File: src/rtl/dmem_arbiter_if.sv
//------------------------------------------------------------------------------
// dmem_arbiter_if : requester handshakes, data-memory bus and status of the arbiter
// Revision: 1.0
//------------------------------------------------------------------------------
`default_nettype none

interface dmem_arbiter_if #(
  parameter int ADDR_W = 32,
  parameter int DATA_W = 32
);
  logic              r0_valid, r0_ready, r0_we, r0_done;
  logic [ADDR_W-1:0] r0_addr;
  logic [DATA_W-1:0] r0_wdata, r0_rdata;
  logic [2:0]        r0_op;
  logic              r1_valid, r1_ready, r1_we, r1_done;
  logic [ADDR_W-1:0] r1_addr;
  logic [DATA_W-1:0] r1_wdata, r1_rdata;
  logic [2:0]        r1_op;
  logic              mem_en, mem_we;
  logic [ADDR_W-1:0] mem_addr;
  logic [DATA_W-1:0] mem_din, mem_dout;
  logic [2:0]        mem_op;
  logic [1:0]        grant;
  logic              busy;

  // Arbiter side
  modport slave (
    input  r0_valid, r0_addr, r0_wdata, r0_op, r0_we,
    output r0_ready, r0_done, r0_rdata,
    input  r1_valid, r1_addr, r1_wdata, r1_op, r1_we,
    output r1_ready, r1_done, r1_rdata,
    output mem_en, mem_addr, mem_din, mem_op, mem_we,
    input  mem_dout,
    output grant, busy
  );

  // Requester / memory side
  modport master (
    output r0_valid, r0_addr, r0_wdata, r0_op, r0_we,
    input  r0_ready, r0_done, r0_rdata,
    output r1_valid, r1_addr, r1_wdata, r1_op, r1_we,
    input  r1_ready, r1_done, r1_rdata,
    input  mem_en, mem_addr, mem_din, mem_op, mem_we,
    output mem_dout,
    input  grant, busy
  );
endinterface

`default_nettype wire

File: src/rtl/dmem_arbiter.sv
//------------------------------------------------------------------------------
// dmem_arbiter : two-requester arbiter for the single data-memory port.
// Define ARB_ROUND_ROBIN_EN for round-robin tie-break (fixed r0 priority otherwise).
// Revision: 1.0
//------------------------------------------------------------------------------
`default_nettype none

module dmem_arbiter #(
  parameter int ADDR_W = 32,
  parameter int DATA_W = 32
) (
  input  wire logic     clock,
  input  wire logic     reset,
  dmem_arbiter_if.slave bus
);

  typedef enum logic [1:0] {
    IDLE  = 2'd0,
    ISSUE = 2'd1,
    CAPT  = 2'd2,
    DONE  = 2'd3
  } state_t;

  state_t            r_state;
  logic [ADDR_W-1:0] r_addr;
  logic [DATA_W-1:0] r_wdata;
  logic [2:0]        r_op;
  logic              r_we;
  logic              r_owner;
  logic [1:0]        r_grant;
  logic              r_busy;
  logic              r_mem_en;
  logic              r_done0, r_done1;
  logic [DATA_W-1:0] r_rdata0, r_rdata1;

  logic              w_idle;
  logic              w_pick1;
  logic              w_rdy0, w_rdy1;
  logic [ADDR_W-1:0] w_addr;
  logic [DATA_W-1:0] w_wdata;
  logic [2:0]        w_op;
  logic              w_we;

`ifdef ARB_ROUND_ROBIN_EN
  // 1 = requester 1 won the most recent handshake, so requester 0 wins the next tie
  logic r_last;
  assign w_pick1 = bus.r1_valid && (!bus.r0_valid || !r_last);
`else
  assign w_pick1 = bus.r1_valid && !bus.r0_valid;
`endif

  assign w_idle  = (r_state == IDLE) && reset;
  assign w_rdy0  = w_idle && bus.r0_valid && !w_pick1;
  assign w_rdy1  = w_idle && w_pick1;

  assign w_addr  = w_rdy1 ? bus.r1_addr  : bus.r0_addr;
  assign w_wdata = w_rdy1 ? bus.r1_wdata : bus.r0_wdata;
  assign w_op    = w_rdy1 ? bus.r1_op    : bus.r0_op;
  assign w_we    = w_rdy1 ? bus.r1_we    : bus.r0_we;

  always_ff @(posedge clock) begin
    if (!reset) begin
      r_state  <= IDLE;
      r_addr   <= '0;
      r_wdata  <= '0;
      r_op     <= '0;
      r_we     <= 1'b0;
      r_owner  <= 1'b0;
      r_grant  <= 2'b00;
      r_busy   <= 1'b0;
      r_mem_en <= 1'b0;
      r_done0  <= 1'b0;
      r_done1  <= 1'b0;
      r_rdata0 <= '0;
      r_rdata1 <= '0;
`ifdef ARB_ROUND_ROBIN_EN
      r_last   <= 1'b1;
`endif
    end else begin
      case (r_state)
        IDLE: begin
          if (w_rdy0 || w_rdy1) begin
            r_addr   <= w_addr;
            r_wdata  <= w_wdata;
            r_op     <= w_op;
            r_we     <= w_we;
            r_owner  <= w_rdy1;
            r_grant  <= w_rdy1 ? 2'b10 : 2'b01;
            r_busy   <= 1'b1;
            r_mem_en <= 1'b1;
            r_state  <= ISSUE;
`ifdef ARB_ROUND_ROBIN_EN
            r_last   <= w_rdy1;
`endif
          end
        end
        ISSUE: begin
          r_mem_en <= 1'b0;
          if (r_we) begin
            r_done0 <= !r_owner;
            r_done1 <= r_owner;
            r_state <= DONE;
          end else begin
            r_state <= CAPT;
          end
        end
        CAPT: begin
          if (r_owner) r_rdata1 <= bus.mem_dout;
          else         r_rdata0 <= bus.mem_dout;
          r_done0 <= !r_owner;
          r_done1 <= r_owner;
          r_state <= DONE;
        end
        DONE: begin
          r_done0 <= 1'b0;
          r_done1 <= 1'b0;
          r_grant <= 2'b00;
          r_busy  <= 1'b0;
          r_state <= IDLE;
        end
        default: r_state <= IDLE;
      endcase
    end
  end

  assign bus.r0_ready = w_rdy0;
  assign bus.r1_ready = w_rdy1;
  assign bus.r0_done  = r_done0;
  assign bus.r1_done  = r_done1;
  assign bus.r0_rdata = r_rdata0;
  assign bus.r1_rdata = r_rdata1;
  assign bus.mem_en   = r_mem_en;
  assign bus.mem_addr = r_addr;
  assign bus.mem_din  = r_wdata;
  assign bus.mem_op   = r_op;
  assign bus.mem_we   = r_we;
  assign bus.grant    = r_grant;
  assign bus.busy     = r_busy;

endmodule

`default_nettype wire
File: src/flat_wrapper.sv
// flat-port wrapper written by rule: the top's interface ports become plain ports
module dmem_arbiter_flat 
#(
  parameter int ADDR_W = 32,
  parameter int DATA_W = 32
)
  (clock, reset, bus_r0_valid, bus_r0_addr, bus_r0_wdata, bus_r0_op, bus_r0_we, bus_r0_ready, bus_r0_done, bus_r0_rdata, bus_r1_valid, bus_r1_addr, bus_r1_wdata, bus_r1_op, bus_r1_we, bus_r1_ready, bus_r1_done, bus_r1_rdata, bus_mem_en, bus_mem_addr, bus_mem_din, bus_mem_op, bus_mem_we, bus_mem_dout, bus_grant, bus_busy);
  dmem_arbiter_if #(.ADDR_W(ADDR_W), .DATA_W(DATA_W)) bus_i ();
  input  wire logic clock;
  input  wire logic reset;
  input wire logic [$bits(bus_i.r0_valid)-1:0] bus_r0_valid;
  input wire logic [$bits(bus_i.r0_addr)-1:0] bus_r0_addr;
  input wire logic [$bits(bus_i.r0_wdata)-1:0] bus_r0_wdata;
  input wire logic [$bits(bus_i.r0_op)-1:0] bus_r0_op;
  input wire logic [$bits(bus_i.r0_we)-1:0] bus_r0_we;
  output wire logic [$bits(bus_i.r0_ready)-1:0] bus_r0_ready;
  output wire logic [$bits(bus_i.r0_done)-1:0] bus_r0_done;
  output wire logic [$bits(bus_i.r0_rdata)-1:0] bus_r0_rdata;
  input wire logic [$bits(bus_i.r1_valid)-1:0] bus_r1_valid;
  input wire logic [$bits(bus_i.r1_addr)-1:0] bus_r1_addr;
  input wire logic [$bits(bus_i.r1_wdata)-1:0] bus_r1_wdata;
  input wire logic [$bits(bus_i.r1_op)-1:0] bus_r1_op;
  input wire logic [$bits(bus_i.r1_we)-1:0] bus_r1_we;
  output wire logic [$bits(bus_i.r1_ready)-1:0] bus_r1_ready;
  output wire logic [$bits(bus_i.r1_done)-1:0] bus_r1_done;
  output wire logic [$bits(bus_i.r1_rdata)-1:0] bus_r1_rdata;
  output wire logic [$bits(bus_i.mem_en)-1:0] bus_mem_en;
  output wire logic [$bits(bus_i.mem_addr)-1:0] bus_mem_addr;
  output wire logic [$bits(bus_i.mem_din)-1:0] bus_mem_din;
  output wire logic [$bits(bus_i.mem_op)-1:0] bus_mem_op;
  output wire logic [$bits(bus_i.mem_we)-1:0] bus_mem_we;
  input wire logic [$bits(bus_i.mem_dout)-1:0] bus_mem_dout;
  output wire logic [$bits(bus_i.grant)-1:0] bus_grant;
  output wire logic [$bits(bus_i.busy)-1:0] bus_busy;
  assign bus_i.r0_valid = bus_r0_valid;
  assign bus_i.r0_addr = bus_r0_addr;
  assign bus_i.r0_wdata = bus_r0_wdata;
  assign bus_i.r0_op = bus_r0_op;
  assign bus_i.r0_we = bus_r0_we;
  assign bus_r0_ready = bus_i.r0_ready;
  assign bus_r0_done = bus_i.r0_done;
  assign bus_r0_rdata = bus_i.r0_rdata;
  assign bus_i.r1_valid = bus_r1_valid;
  assign bus_i.r1_addr = bus_r1_addr;
  assign bus_i.r1_wdata = bus_r1_wdata;
  assign bus_i.r1_op = bus_r1_op;
  assign bus_i.r1_we = bus_r1_we;
  assign bus_r1_ready = bus_i.r1_ready;
  assign bus_r1_done = bus_i.r1_done;
  assign bus_r1_rdata = bus_i.r1_rdata;
  assign bus_mem_en = bus_i.mem_en;
  assign bus_mem_addr = bus_i.mem_addr;
  assign bus_mem_din = bus_i.mem_din;
  assign bus_mem_op = bus_i.mem_op;
  assign bus_mem_we = bus_i.mem_we;
  assign bus_i.mem_dout = bus_mem_dout;
  assign bus_grant = bus_i.grant;
  assign bus_busy = bus_i.busy;
  dmem_arbiter #(.ADDR_W(ADDR_W), .DATA_W(DATA_W)) u_core (.clock(clock), .reset(reset), .bus(bus_i));
endmodule
File: config.mk
export PLATFORM = sky130hd
export DESIGN_NAME = dmem_arbiter_flat
export DESIGN_NICKNAME = d
export VERILOG_FILES = /design/src/rtl/dmem_arbiter_if.sv /design/src/rtl/dmem_arbiter.sv /design/src/flat_wrapper.sv
export SDC_FILE = /design/constraint.sdc
export NUM_CORES = 1
export LEC_CHECK = 0
export CAP_MARGIN = 20
export CORE_UTILIZATION = 35
export CTS_CLUSTER_SIZE = 10
export DETAILED_ROUTE_END_ITERATION = 12
export GPL_ROUTABILITY_DRIVEN = 0
export PLACE_DENSITY = 0.74
export SLEW_MARGIN = 20
export SYNTH_ARGS = -nofsm -noshare
export SYNTH_HDL_FRONTEND = slang
export SYNTH_SLANG_ARGS = --single-unit
File: constraint.sdc
create_clock -name clock -period 1.9 [get_ports clock]
set_input_delay 0.38 -clock clock [delete_from_list [all_inputs] [get_ports clock]]
set_output_delay 0.38 -clock clock [all_outputs]
set_load 0.01 [all_outputs]
# [Yosys cells after proc, flatten, opt, wreduce, memory -nomap -nowiden]
# Index checks and enable logic that the tools add are counted.
# W data, S select, Z words.
[word_totals] elab_cells=55 out_inout_bits=140 register_bits=141
[classes] mux=17 eq_ne=5 bitwise=1 reduce_logical=19
[ops] op="$mux W32" n=2
[ops] op="$reduce_and A2 Y1" n=6
[ops] op="$pmux W2 S4" n=1
[ops] op="$mux W2" n=3
[ops] op="$pmux W1 S3" n=2
[ops] op="$logic_and A1 B1 Y1" n=5
[ops] op="$mux W1" n=5
[ops] op="$eq A2 B2 Y1 const B" n=2
[ops] op="$pmux W1 S2" n=2
[ops] op="$pmux W2 S2" n=1
[ops] op="$reduce_bool A2 Y1" n=2
[ops] op="$logic_not A1 Y1" n=3
[ops] op="$mux W3" n=1
[ops] op="$reduce_bool A3 Y1" n=1
[ops] op="$eq A2 B1 Y1 const B" n=1
[ops] op="$logic_not A2 Y1" n=1
[ops] op="$ne A2 B1 Y1 const B" n=1
[ops] op="$ne A2 B2 Y1 const B" n=1
[ops] op="$logic_or A1 B1 Y1" n=1
[ops] op="$not A1 Y1" n=1

# [Longest topological paths before layout]
[depth] word_depth=7 depth_mapped=8 mapped_depth_nobuf=5

# [Least setup slack after synthesis]
# OpenSTA, ideal clock, no wires.
[synth_timing] path_type="register to register" from="register u_core.r_state[0]" to="register u_core.r_wdata[13], in the netlist u_core.bus.mem_din[13]" setup_ns=0.123 n_path_buf=3 arrival_time_ns=1.440 path_stages_with_launch=9 period_less_slack_ns=1.563 slack_ns=0.337 path_cell_list="dfxtp_1 > inv_1 > ha_1 > buf_4 > o211ai_2 > buf_4 > buf_4 > a221oi_1 > nor2_1"
[synth_between] elab_chain_cells=6
[synth_rtl] item="start: declaration" line_no="dmem_arbiter.sv:24" source="state_t r_state;"
[synth_rtl] item="start signal: assignment" line_no="dmem_arbiter.sv:63" source="r_state <= IDLE;"
[synth_rtl] item="start signal: assignment" line_no="dmem_arbiter.sv:91" source="r_state <= ISSUE;"
[synth_rtl] item="start signal: assignment" line_no="dmem_arbiter.sv:102" source="r_state <= DONE;"
[synth_rtl] item="$logic_not A2 Y1 (*)" line_no="dmem_arbiter.sv:52, dmem_arbiter.sv:80"
[synth_rtl] item="$logic_and A1 B1 Y1" line_no="dmem_arbiter.sv:52" source="assign w_idle = (r_state == IDLE) && reset;"
[synth_rtl] item="$logic_and A1 B1 Y1 (2 in a row)" line_no="dmem_arbiter.sv:53" source="assign w_rdy0 = w_idle && bus.r0_valid && !w_pick1;"
[synth_rtl] item="$logic_or A1 B1 Y1" line_no="dmem_arbiter.sv:82" source="if (w_rdy0 || w_rdy1) begin"
[synth_rtl] item="$reduce_and A2 Y1 (no line)"
[synth_rtl] item="end signal: assignment" line_no="dmem_arbiter.sv:84" source="r_wdata <= w_wdata;"
[synth_rtl] item="end: declaration" line_no="dmem_arbiter.sv:26" source="logic [DATA_W-1:0] r_wdata;"
# Every way passes the cells marked *; elsewhere a longest branch is shown, timed or not.
# A chain may end at the register's enable or synchronous reset.

# [Final worst setup path]
[layout_timing] from="register u_core.r_state[0]" to="output port bus_r1_ready"
[layout_between] elab_chain_cells=3
[layout_rtl] item="$logic_not A2 Y1" line_no="dmem_arbiter.sv:52"
[layout_rtl] item="$logic_and A1 B1 Y1" line_no="dmem_arbiter.sv:52"
[layout_rtl] item="$logic_and A1 B1 Y1" line_no="dmem_arbiter.sv:54" source="assign w_rdy1 = w_idle && w_pick1;"
[layout_rtl] item="end: declaration" line_no="flat_wrapper.sv:24" source="output wire logic [$bits(bus_i.r1_ready)-1:0] bus_r1_ready;"
# Every way passes these cells.

==> flow_summary.json <==
{
  "regArea_mm2": 0.00282,
  "total_power_mw": 10.7,
  "drt_pass1_iterations": 4,
  "drive_above_1_share_pct": 8.27,
  "fp.dieW_um": 130,
  "synth_top_area_share_pct": 49.5,
  "cts_root_buf": "clkbuf_16",
  "grt_overflow_total": 0,
  "setup_viol": 0,
  "synthFlopType": "dfxtp_1",
  "hold-worst-slack_ns": 0.310,
  "crit_chain": "inv_2, ha_4, nand4b_4, inv_1, dlygate4sd2_1",
  "synth-seq-cells": 141,
  "status": "finished, final reports clean",
  "synth_common_cells": "dfxtp_1 (141), nand2_1 (131), o21ai_0 (74)",
  "worstSetupPathType": "reg -> out",
  "slew_viol_final": 0,
  "wl_per_cell_um": 16.9,
  "cts_buffers": 17,
  "hold_class": "in -> reg",
  "crit_family": "buffers and inverters",
  "slowest_stage": "dfxtp_2",
  "cts_sinks": 141,
  "antenna_found_initial": 0,
  "syn-num-nets": 825,
  "period_needed_ns": 1.81,
  "synth.largest_area_cell": "dfxtp_1",
  "synth.distinct_cells": 33,
  "diodes": 0,
  "worst_pin_slew_ns": 0.706,
  "synth_most_common_cell": "dfxtp_1",
  "clk_pin_slew_worst_paths_ns": 0.06,
  "grt_pass1_wl_um": 30500,
  "yosysSeqAreaShare_pct": 49.5,
  "cts_tree": "yes",
  "grt_max_degree": 81,
  "fmax_mhz": 553,
  "final_hold_viol_count": 0,
  "final_nets": 1119,
  "place_hpwl_um": 13600,
  "synth_area_per_cell_um2": 8.81,
  "viasPerCell": 4.98,
  "synth_cells": 648,
  "finClkSkew_ns": 0.00935,
  "slowest_delay_ns": 0.33,
  "clk_latency_ns": 0.43,
  "irDropWorstVdd_mv": 0.586,
  "critPathRequiredTime_ns": 1.52,
  "htreeDepth": 4,
  "setup.worst_path.end_class": "output pin",
  "wl_um": 19800,
  "synth-edff-count": 0,
  "fillers": 1407,
  "io_pins": 312,
  "max_slew_margin_pct": 52.9,
  "row_count": 46,
  "powerDensity_mw_per_mm2": 1100,
  "yosys_warnings": 0,
  "start_util_pct": 35.9,
  "numPortBuffers": 311,
  "clockBufferDepth": 2,
  "critPathArrivalTime_ns": 1.43,
  "drv_cap": 0,
  "core_area_mm2": 0.0159,
  "ys_async_sr_fraction_pct": 0,
  "cts_hold_buf": 0,
  "rsz0062_at_grt": "false",
  "cellLeakagePower_nw": 3.53,
  "crit_buf_inv": 3,
  "path_max_fanout": 3,
  "synth_area_leaders": "dfxtp_1 (49%), a21boi_0 (9.1%), a221oi_1 (8.9%), nand2_1 (8.6%), o21ai_0 (6.5%)",
  "track_usage_pct": 23.6,
  "fin_util_pct": 61.0,
  "first_iter_violations": 289,
  "synthToLayoutAreaGrowth_pct": 69.8,
  "start_kind": "register",
  "drc": 0,
  "synth_area_mm2": 0.00571,
  "die_area_mm2": 0.0168,
  "final.period_utilization_pct": 95.1,
  "ant_nets": 0,
  "num_vias": 5832,
  "multi_input_area_mm2": 0.00259,
  "die_h_um": 130,
  "grt_pass1_vias": 5733
}
-- tightest hold or removal path, delay by kind of cell --
kind	cells	cell delay (ns)
AOI/OAI and AO/OA	1	0.06
buffers and inverters	1	0.17
and+or+nand+nor	1	0.07
-- cells in the final DEF (no fill, tap or decap), types with 2 or more instances in the layout --
| cell type | netlist | routed |
|---|---|---|
| a21boi_0 | 69 | 69 |
| a221oi_1 | 58 | 58 |
| a221oi_2 | 10 | 10 |
| buf_12 | 0 | 8 |
| buf_4 | 5 | 19 |
| bufinv_16 | 0 | 2 |
| clkbuf_16 | 0 | 17 |
| clkbuf_8 | 0 | 2 |
| clkdlybuf4s50_1 | 0 | 308 |
| clkinv_2 | 0 | 3 |
| clkinv_4 | 0 | 4 |
| clkinvlp_4 | 0 | 3 |
| dfxtp_1 | 141 | 140 |
| ha_1 | 5 | 4 |
| inv_1 | 5 | 3 |
| inv_2 | 0 | 2 |
| nand2_1 | 131 | 131 |
| nand2b_1 | 2 | 2 |
| nor2_1 | 70 | 70 |
| nor2b_1 | 3 | 2 |
| o211ai_1 | 2 | 2 |
| o21ai_0 | 74 | 74 |
| o21ai_1 | 2 | 2 |
-- state kept, by name, indices dropped and copies added (netlist names) --
name                 flops
u_core.bus.busy          1
u_core.bus.grant         2
u_core.bus.mem_addr     32
u_core.bus.mem_din      32
u_core.bus.mem_en        1
u_core.bus.mem_op        3
u_core.bus.mem_we        1
u_core.bus.r0_done       1
u_core.bus.r0_rdata     32
u_core.bus.r1_done       1
u_core.bus.r1_rdata     32
u_core.r_owner           1
u_core.r_state           2
-- stage by stage --
step / worst slack [ns] / TNS [ns] / instances / instance area, µm²
floorplan: 0.337 / 0 / 648 / 5710
global placement: -0.158 / -2.06 / 1139 / 9090
detailed placement: -0.183 / -4.69 / 1139 / 9090
CTS: 0.0106 / 0 / 1171 / 9700
global route: 0.0227 / 0 / 1171 / 9690
finish: 0.0930 / 0 / 1171 / 9690
-- worst paths after layout --
kind,startpoint,to,slack [ns],cells after the start
worst max-delay path,u_core.r_state[0],bus_r1_ready,0.09,5
worst min-delay path,reset,u_core.bus.grant[0],0.31,3
worst max register to register,u_core.r_state[0],u_core.bus.r0_rdata[7],0.25,7
worst min register to register,u_core.bus.r1_rdata[11],u_core.bus.r1_rdata[11],0.46,2
-- metal layers --
metal	routed length, µm	global-route usage (%)	vias to the layer above
met5	0	0	-
met4	452	9.37	0
met3	1930	9.55	30
met2	9440	39.0	228
met1	7950	27.3	2711
li1	-	-	2863
-- cell type report --
class,instances,area share (%)
inverters,5,0.194
clock inverters,13,1.46
multi-input cells,440,26.7
flip-flops and latches,141,29.1
clock buffers,19,4.67
repair buffers,337,35.1
well taps,216,2.79
-- logic make-up after synthesis --
family | after synthesis | share of synthesized area (%)
compound gates | 219 | 28.2
fa+ha+maj | 5 | 1.10
buf+inv | 67 | 5.66
flops | 141 | 49.5
mux | 1 | 0.175
simple gates | 215 | 15.4
-- power breakdown --
| part | internal, mW | total (mW) | switching [mW] |
|---|---|---|---|
| sequential | 3.51 | 3.79 | 0.283 |
| combinational | 1.86 | 3.57 | 1.71 |
| clock | 2.00 | 3.33 | 1.33 |
-- repair_timing --
| action | in CTS | in global routing |
|---|---|---|
| endpoints found under the setup margin | 2 | 1 |
| setup buffers | 0 | 0 |
| resized for setup | 8 | 1 |
Power figures use the tool's default switching activity.
